[src/rtl/axi_err_responder.sv]
// AXI4 subordinate that terminates every write and read with a fixed error response.
// Write and read paths are independent FSMs, each holding one outstanding transaction.
module axi_err_responder #(
  parameter int unsigned IdWidth   = 4,
  parameter int unsigned DataWidth = 64,
  parameter logic [1:0]  RespCode  = 2'b11,
  parameter logic [63:0] RespData  = 64'hCA11_AB1E_BADC_AB1E
) (
  input  logic                 clk_i,
  input  logic                 rst_ni,
  // write address
  input  logic                 aw_valid_i,
  output logic                 aw_ready_o,
  input  logic [IdWidth-1:0]   aw_id_i,
  input  logic [7:0]           aw_len_i,
  // write data
  input  logic                 w_valid_i,
  output logic                 w_ready_o,
  input  logic                 w_last_i,
  // write response
  output logic                 b_valid_o,
  input  logic                 b_ready_i,
  output logic [IdWidth-1:0]   b_id_o,
  output logic [1:0]           b_resp_o,
  // read address
  input  logic                 ar_valid_i,
  output logic                 ar_ready_o,
  input  logic [IdWidth-1:0]   ar_id_i,
  input  logic [7:0]           ar_len_i,
  // read data
  output logic                 r_valid_o,
  input  logic                 r_ready_i,
  output logic [IdWidth-1:0]   r_id_o,
  output logic [DataWidth-1:0] r_data_o,
  output logic [1:0]           r_resp_o,
  output logic                 r_last_o
);

  // Zero-extends or truncates the 64-bit pattern to the bus width.
  localparam logic [DataWidth-1:0] RDataW = DataWidth'(RespData);

  typedef enum logic [1:0] {
    W_IDLE = 2'd0,
    W_DATA = 2'd1,
    W_RESP = 2'd2
  } w_state_e;

  typedef enum logic {
    R_IDLE = 1'b0,
    R_DATA = 1'b1
  } r_state_e;

  w_state_e           w_state_q, w_state_d;
  logic [IdWidth-1:0] w_id_q, w_id_d;

  r_state_e           r_state_q, r_state_d;
  logic [IdWidth-1:0] r_id_q, r_id_d;
  logic [7:0]         cnt_q, cnt_d;

  // The burst is terminated by w_last alone, so the write length is not needed.
  logic unused_aw_len;
  assign unused_aw_len = ^aw_len_i;

  // ---------------------------------------------------------------------------
  // Write path
  // ---------------------------------------------------------------------------
  // NOTE: state registers use non-blocking assignments so every flop samples
  // the pre-edge value of its inputs, independent of process ordering.
  always_ff @(posedge clk_i or negedge rst_ni) begin
    if (!rst_ni) begin
      w_state_q <= W_IDLE;
      w_id_q    <= '0;
    end else begin
      w_state_q <= w_state_d;
      w_id_q    <= w_id_d;
    end
  end

  // NOTE: every signal assigned here gets a default first, so no path leaves
  // it unassigned and no latch is inferred.
  always_comb begin
    w_state_d = w_state_q;
    w_id_d    = w_id_q;
    case (w_state_q)
      W_IDLE: begin
        if (aw_valid_i) begin
          w_id_d    = aw_id_i;
          w_state_d = W_DATA;
        end
      end
      W_DATA: begin
        if (w_valid_i && w_last_i) begin
          w_state_d = W_RESP;
        end
      end
      W_RESP: begin
        if (b_ready_i) begin
          w_state_d = W_IDLE;
        end
      end
      default: w_state_d = W_IDLE;
    endcase
  end

  always_comb begin
    aw_ready_o = 1'b0;
    w_ready_o  = 1'b0;
    b_valid_o  = 1'b0;
    case (w_state_q)
      W_IDLE:  aw_ready_o = 1'b1;
      W_DATA:  w_ready_o  = 1'b1;
      W_RESP:  b_valid_o  = 1'b1;
      default: aw_ready_o = 1'b0;
    endcase
  end

  assign b_id_o   = w_id_q;
  assign b_resp_o = RespCode;

  // ---------------------------------------------------------------------------
  // Read path
  // ---------------------------------------------------------------------------
  always_ff @(posedge clk_i or negedge rst_ni) begin
    if (!rst_ni) begin
      r_state_q <= R_IDLE;
      r_id_q    <= '0;
      cnt_q     <= '0;
    end else begin
      r_state_q <= r_state_d;
      r_id_q    <= r_id_d;
      cnt_q     <= cnt_d;
    end
  end

  // cnt holds the number of beats still to send after the current one.
  always_comb begin
    r_state_d = r_state_q;
    r_id_d    = r_id_q;
    cnt_d     = cnt_q;
    case (r_state_q)
      R_IDLE: begin
        if (ar_valid_i) begin
          r_id_d    = ar_id_i;
          cnt_d     = ar_len_i;
          r_state_d = R_DATA;
        end
      end
      R_DATA: begin
        if (r_ready_i) begin
          if (cnt_q == 8'd0) begin
            r_state_d = R_IDLE;
          end else begin
            cnt_d = cnt_q - 8'd1;
          end
        end
      end
      default: r_state_d = R_IDLE;
    endcase
  end

  always_comb begin
    ar_ready_o = 1'b0;
    r_valid_o  = 1'b0;
    r_last_o   = 1'b0;
    case (r_state_q)
      R_IDLE: ar_ready_o = 1'b1;
      R_DATA: begin
        r_valid_o = 1'b1;
        r_last_o  = (cnt_q == 8'd0);
      end
      default: ar_ready_o = 1'b0;
    endcase
  end

  assign r_id_o   = r_id_q;
  assign r_data_o = RDataW;
  assign r_resp_o = RespCode;

endmodule

[config.mk]
export PLATFORM = sky130hd
export DESIGN_NAME = axi_err_responder
export DESIGN_NICKNAME = d
export VERILOG_FILES = /design/src/rtl/axi_err_responder.sv
export SDC_FILE = /design/constraint.sdc
export NUM_CORES = 1
export LEC_CHECK = 0
export CAP_MARGIN = 20
export CORE_ASPECT_RATIO = 1.25
export CORE_MARGIN = 4
export CORE_UTILIZATION = 34
export DETAILED_ROUTE_END_ITERATION = 6
export PLACE_DENSITY = 0.86
export SYNTH_ARGS = -nofsm -noshare
export SYNTH_HDL_FRONTEND = slang
export SYNTH_SLANG_ARGS = --single-unit
[constraint.sdc]
create_clock -name clk_i -period 1.7 [get_ports clk_i]
set_clock_uncertainty 0.15 [all_clocks]
set_input_delay 0.34 -clock clk_i [delete_from_list [all_inputs] [get_ports clk_i]]
set_output_delay 0.34 -clock clk_i [all_outputs]
set_load 0.05 [all_outputs]
==> flow_metrics.py, run 1 <==
metrics = {
    "status": {
        "outcome": "finished, violations left",
        "failed_checks": "negative setup slack",
    },
    "place": {
        "routabilityCongestion": 0.819,
        "detailed_place_hpwl_um": 2520,
        "pre_cts_slack_ns": -0.224,
        "buffer_ports.inserted": 37,
        "detailed_place.area_mm2": 0.00195,
    },
    "global_route": {
        "grt_start_max_net_pins": 20,
        "global_route.usage.met3_pct": 2.44,
        "globalRouteMet1Util_pct": 10.8,
        "grt_remaining_overflow": 0,
        "grt_pass1_wl_um": 4470,
        "grt.total_usage_pct": 10.2,
        "vias_in_the_first_global_route": 1028,
        "gr-usage-met2_pct": 18.5,
        "grt_busiest_layer": "met2",
        "grt_antenna_before_repair": 0,
    },
    "yosys": {
        "yosysWarnings": 0,
        "summed_instance_area_of_the_synthesized_netlist_mm2": 0.00153,
        "synth_most_common_cell": "sky130_fd_sc_hd__buf_4",
        "synthDominantCellAreaShare_pct": 33.4,
        "post_synth_inst_count": 166,
        "synth_enable_flop_cells": 0,
        "post_synth_most_frequent_cells": "68 x sky130_fd_sc_hd__buf_4, 19 x sky130_fd_sc_hd__dfrtp_1, 12 x sky130_fd_sc_hd__nor2_1, 8 x sky130_fd_sc_hd__mux2_1, 6 x sky130_fd_sc_hd__a21oi_1",
        "synthXorXnorAreaFrac_pct": 0.572,
        "synth_area_in_compound_gates_pct": 10.4,
        "synth_simple_gate_area_share_pct": 13.1,
        "yosys.area_share.adder_pct": 1.64,
        "synth_seq_area_share_pct": 31.1,
        "asyncSetResetFlopFracSynth_pct": 100,
        "synthesis.area_per_instance_um2": 9.22,
        "ys_ff_latch": 19,
        "synth_top_family_by_area": "buffers and inverters",
        "synth_mux_area_share_pct": 7.85,
        "dominantRegCellSynth": "sky130_fd_sc_hd__dfrtp_1",
        "synth.distinct_cells": 34,
        "post-synth-top-area-cell": "sky130_fd_sc_hd__buf_4",
        "netlist_top_cells_area": "sky130_fd_sc_hd__buf_4 33%, sky130_fd_sc_hd__dfrtp_1 31%, sky130_fd_sc_hd__mux2_1 5.9%, sky130_fd_sc_hd__nor2_1 2.9%, sky130_fd_sc_hd__a21oi_1 2.0%",
    },
    "routing": {
        "route.final.wire_length_um": 3060,
        "detail_route.drc_violations": 0,
        "routed_via_density": 4.12,
        "drtPass1Iterations": 3,
        "drt_iter0_drc": 35,
        "post_drt_wl_per_cell_um": 11.0,
        "final_antenna_net_count": 0,
        "dr_total_vias": 1142,
    },
    "min_path": {
        "min_path_type": "primary input to asynchronous set/reset pin",
    },
    "finish": {
        "fin_area_mm2": 0.00203,
        "final_layout_size_suffix_gt1_share_pct": 20.1,
        "area_delta_synth_final_pct": 32.5,
        "num-nets-final": 254,
        "fill_cells": 438,
        "inserted_diodes": 0,
    },
    "setup_path": {
        "required_ns": 1.21,
        "category_of_the_worst_setup_path_launch_point": "flop",
        "critPathKind": "flop to output port",
        "reg2regPathDepth": 4,
        "worst-r2r-setup-slack_ns": 0.02,
        "timing.critical_path.to_type": "output port",
        "worstPathMaxFanout": 2,
        "cp_arrival_ns": 1.42,
        "worst_r2r_startpoint": "cnt_q[2]",
        "setup.worst_path.start": "cnt_q[2]",
        "reg2reg_to": "cnt_q[4]",
    },
    "floorplanning": {
        "die_h_um": 83.0,
        "fp.dieW_um": 68.0,
        "starting_density_of_the_core_pct": 34.8,
        "row_count": 27,
        "floorplan.core_area_mm2": 0.00439,
        "die-area_mm2": 0.00564,
        "design.portCount": 114,
    },
    "clocking": {
        "clock_latency_ns": 0.25,
        "clk_root_buffer_cell": "sky130_fd_sc_hd__clkbuf_8",
        "cts_made_buffers": 3,
        "cts_htree_levels": 1,
        "cts_tree": "yes",
        "clkTransAtPathRegs_ns": 0.07,
        "clock_sink_count": 19,
        "cts_buffer_depth": 2,
    },
    "power": {
        "vdd_ir_drop_max_v": 0.000644,
        "power_mw": 3.38,
        "leakage_nw": 0.968,
        "power_density_mw_per_mm2": 1670,
    },
    "job": {
        "max_capacitance_violation_count": 0,
    },
    "sta": {
        "finalSetupViolations": 1,
        "final.setup.worst_slack_ns": -0.207,
        "final_min_period_over_clock_period_pct": 112,
        "highest_clock_frequency_the_design_can_meet_ghz": 0.524,
        "grt_setup_unrepaired": "true",
        "final-hold-violation-count": 0,
        "slew_viol_final": 0,
        "timing.final.crit_period_ns": 1.91,
    },
}
-- final cells by class --
cell class	instances	area [um2]	share of cell area [%]
clock buffer	4	45.0	2.22
inverter	5	22.5	1.11
multi-input combinational	139	788	38.9
sequential	19	477	23.5
tap	58	72.6	3.58
timing repair buffer	52	623	30.7
-- flip-flops by register name (all words and copies together) (netlist names) --
| register | flops |
|---|---|
| w_state_q | 2 |
| r_state_q | 1 |
| r_id_o | 4 |
| cnt_q | 8 |
| b_id_o | 4 |
-- metrics by stage --
step                      setup TNS, ns  hold slack, ns  utilization [%]  cells
after floorplan                  -0.101          -0.106                -    232
after global placement            -1.28           0.374             44.4    270
after detailed placement          -1.78           0.387             44.4    270
after CTS                        -0.225           0.290             46.0    277
after global routing             -0.362           0.303             46.2    277
final                            -0.207           0.282             46.2    277
-- placed cells by master, fill, tap and decap left out, types with 4 or more instances in the layout --
cell type / instances
sky130_fd_sc_hd__nand3_1: 5
sky130_fd_sc_hd__buf_12: 14
sky130_fd_sc_hd__inv_1: 4
sky130_fd_sc_hd__a21oi_1: 6
sky130_fd_sc_hd__nand2_1: 4
sky130_fd_sc_hd__conb_1: 68
sky130_fd_sc_hd__dfrtp_1: 18
sky130_fd_sc_hd__nor2_1: 11
sky130_fd_sc_hd__mux2_1: 8
sky130_fd_sc_hd__buf_4: 15
sky130_fd_sc_hd__clkdlybuf4s50_1: 23
-- cells by family (layout without fill, tap and decap cells) --
group	count (synthesis)	after routing
buffers and inverters	74	61
DFF	19	19
and+or+nand+nor	37	37
xor gates and xnor gates	1	1
adders and majority gates	2	2
AOI/OAI and AO/OA	20	20
other	2	68
muxes	11	11
-- what timing repair did --
action	in CTS	in global routing
hold buffers	0	0
setup endpoints to repair	2	7
resized for setup	2	2
setup buffers	3	0
pin swaps	2	2
-- worst max path at each step --
stage               endpoint  slack, ns  depth (start not counted)
floorplan           cnt_q[5]      -0.05                          4
global placement    cnt_q[2]      -0.16                          5
detailed placement  cnt_q[2]      -0.22                          5
CTS                 r_last_o      -0.22                          3
global route        r_last_o      -0.26                          3
finish              r_last_o      -0.21                          3
-- critical path, cell delays in order, from the launching register on --
cell	delay, ns
sky130_fd_sc_hd__dfrtp_1	0.41
sky130_fd_sc_hd__nor4_4	0.31
sky130_fd_sc_hd__and4_4	0.29
sky130_fd_sc_hd__buf_12	0.14
-- where the power goes --
group	internal, mW	switching [mW]	leakage, nW
combinational	0.951	1.26	0.715
sequential	0.642	0.212	0.230
clock	0.167	0.146	0.0228
total	1.76	1.62	0.968
-- routing by layer --
metal / share of wire [%] / vias to the layer above
met5: 0 / -
met2: 50 / 83
met4: 1.9 / 0
li1: - / 528
met3: 14 / 7
met1: 35 / 524
Note: power is estimated with default switching activity, not from simulation.
==> run 2, diff against run 1 <==
Settings changed: SKIP_LAST_GASP from default to 1.
==> results of run 2 <==
The final DEF is identical to that of run 1; final timing and power are the same.
==> run 3, diff against run 2 <==
Settings changed: PLACE_DENSITY 0.86 to default, PLACE_DENSITY_LB_ADDON from default to 0.1.
==> flow_metrics.py, run 3 (synthesis results as in run 1) <==
metrics = {
    "setup_path": {
        "timing.critical_path.slowest_cell_delay_ns": 0.41,
        "crit_path_top_delay_cell": "sky130_fd_sc_hd__dfrtp_1",
        "cp_arrival_ns": 1.40,
        "setup.worst_path.start": "cnt_q[2]",
        "worst_r2r_startpoint": "cnt_q[2]",
        "required_ns": 1.21,
        "critPathKind": "flop to output port",
        "timing.critical_path.to_type": "output port",
        "reg2reg_to": "cnt_q[5]",
        "crit_path_cell_trace": "nor4_4, and4_4, buf_12",
        "worstPathMaxFanout": 2,
        "worst-r2r-setup-slack_ns": 0.01,
        "reg2regPathDepth": 6,
        "category_of_the_worst_setup_path_launch_point": "flop",
    },
    "floorplanning": {
        "floorplan.core_area_mm2": 0.00439,
        "starting_density_of_the_core_pct": 34.8,
        "die_h_um": 83.0,
        "fp.dieW_um": 68.0,
        "design.portCount": 114,
        "row_count": 27,
        "die-area_mm2": 0.00564,
    },
    "sta": {
        "timing.final.crit_period_ns": 1.89,
        "final_min_period_over_clock_period_pct": 111,
        "finalSetupViolations": 1,
        "slew_viol_final": 0,
        "grt_setup_unrepaired": "true",
        "highest_clock_frequency_the_design_can_meet_ghz": 0.529,
        "final.setup.worst_slack_ns": -0.191,
        "worst_hold_slack_ns": 0.271,
        "tns_ns": -0.191,
        "final-hold-violation-count": 0,
    },
    "clocking": {
        "hold_buffers": 0,
        "cts_made_buffers": 3,
        "cts_htree_levels": 1,
        "clock_sink_count": 19,
        "clkTransAtPathRegs_ns": 0.07,
        "clk_root_buffer_cell": "sky130_fd_sc_hd__clkbuf_8",
        "clock_latency_ns": 0.26,
        "cts_tree": "yes",
        "cts_buffer_depth": 2,
    },
    "routing": {
        "post_drt_wl_per_cell_um": 10.9,
        "drtPass1Iterations": 4,
        "final_antenna_net_count": 0,
        "route.final.wire_length_um": 3040,
        "dr_total_vias": 1110,
        "drt_iter0_drc": 27,
        "detail_route.drc_violations": 0,
        "routed_via_density": 3.98,
    },
    "place": {
        "detailed_place_hpwl_um": 2490,
        "routabilityCongestion": 0.823,
        "buffer_ports.inserted": 37,
    },
    "global_route": {
        "grt_remaining_overflow": 0,
        "grt_start_max_net_pins": 20,
        "grt_antenna_before_repair": 0,
        "grt_pass1_wl_um": 4960,
        "grt.total_usage_pct": 11.1,
        "vias_in_the_first_global_route": 1018,
    },
    "finish": {
        "largest_register_ff_count": 8,
        "registers.top_by_ff_count": "cnt_q",
        "final_layout_size_suffix_gt1_share_pct": 20.4,
        "layout_commonest_cell": "sky130_fd_sc_hd__conb_1",
        "area_delta_synth_final_pct": 33.1,
        "fill_cells": 442,
        "num-nets-final": 256,
        "final_cell_mix": "68 x sky130_fd_sc_hd__conb_1, 23 x sky130_fd_sc_hd__clkdlybuf4s50_1, 17 x sky130_fd_sc_hd__dfrtp_1, 17 x sky130_fd_sc_hd__buf_4, 14 x sky130_fd_sc_hd__buf_12",
        "inserted_diodes": 0,
    },
    "power": {
        "leakage_nw": 0.977,
        "cell_internal_pwr_mw": 1.76,
        "net-switching-power_mw": 1.61,
        "power_density_mw_per_mm2": 1650,
        "seqPwrFrac_pct": 25.5,
        "pwr-share-comb_pct": 65.0,
        "power.clock.fraction_pct": 9.6,
        "netSwitchingFraction_pct": 47.9,
        "power_mw": 3.37,
        "vdd_ir_drop_max_v": 0.000551,
    },
    "min_path": {
        "min_path_type": "primary input to asynchronous set/reset pin",
    },
    "status": {
        "outcome": "finished, violations left",
        "failed_checks": "negative setup slack",
    },
    "job": {
        "max_capacitance_violation_count": 0,
    },
}
## run 3: area by class of cell
type / instances / area, um2 / share of cell area [%]
Clock buffer: 4 / 45.0 / 2.21
Inverter: 5 / 22.5 / 1.11
Multi-Input combinational cell: 139 / 781 / 38.3
Sequential cell: 19 / 478 / 23.5
Tap cell: 58 / 72.6 / 3.56
Timing Repair Buffer: 54 / 638 / 31.3
## run 3: layer usage
metal | track usage (%) | part of all wire [%] | up-vias
met4 | 3.25 | 0.72 | 0
met1 | 12.9 | 36 | 512
met3 | 2.84 | 12 | 2
met2 | 19.2 | 51 | 68
li1 | - | - | 528
met5 | 0 | 0 | -
## run 3: timing repair
item | in CTS | in global routing
endpoints found under the hold margin | 0 | 0
pin swaps | 1 | 2
setup buffers | 1 | 1
gates resized for setup | 1 | 2
endpoints found under the setup margin | 1 | 6
## run 3: how the worst max path moves through the flow
stage,depth (start not counted),endpoint
6_report,3,r_last_o
5_1_grt,3,r_last_o
4_1_cts,3,r_last_o
3_5_place_dp,5,cnt_q[6]
3_3_place_gp,5,cnt_q[6]
2_1_floorplan,4,cnt_q[5]
## run 3: stage by stage
stage | utilization (%) | std cells | setup slack, ns | cell area [um2]
after floorplan | - | 232 | -0.0518 | 1790
after global placement | 44.9 | 273 | -0.206 | 1970
after detailed placement | 44.9 | 273 | -0.221 | 1970
after CTS | 46.1 | 278 | -0.212 | 2030
after global routing | 46.4 | 279 | -0.246 | 2040
final | 46.4 | 279 | -0.191 | 2040
## run 3: worst max-delay path: cells and delay by family, from the launching register on
kind	cells	cell delay, ns
and+or+nand+nor	2	0.59
buffers and inverters	1	0.14
DFF	1	0.41
## run 3: power groups by stage
stage	Sequential (mW)	Combinational, mW	Clock, mW
6_report	0.858	2.19	0.322
5_1_grt	0.899	2.31	0.359
4_1_cts	0.861	2.18	0.332
3_5_place_dp	0.868	2.17	0
3_3_place_gp	0.858	2.16	0
2_1_floorplan	1.16	1.09	0
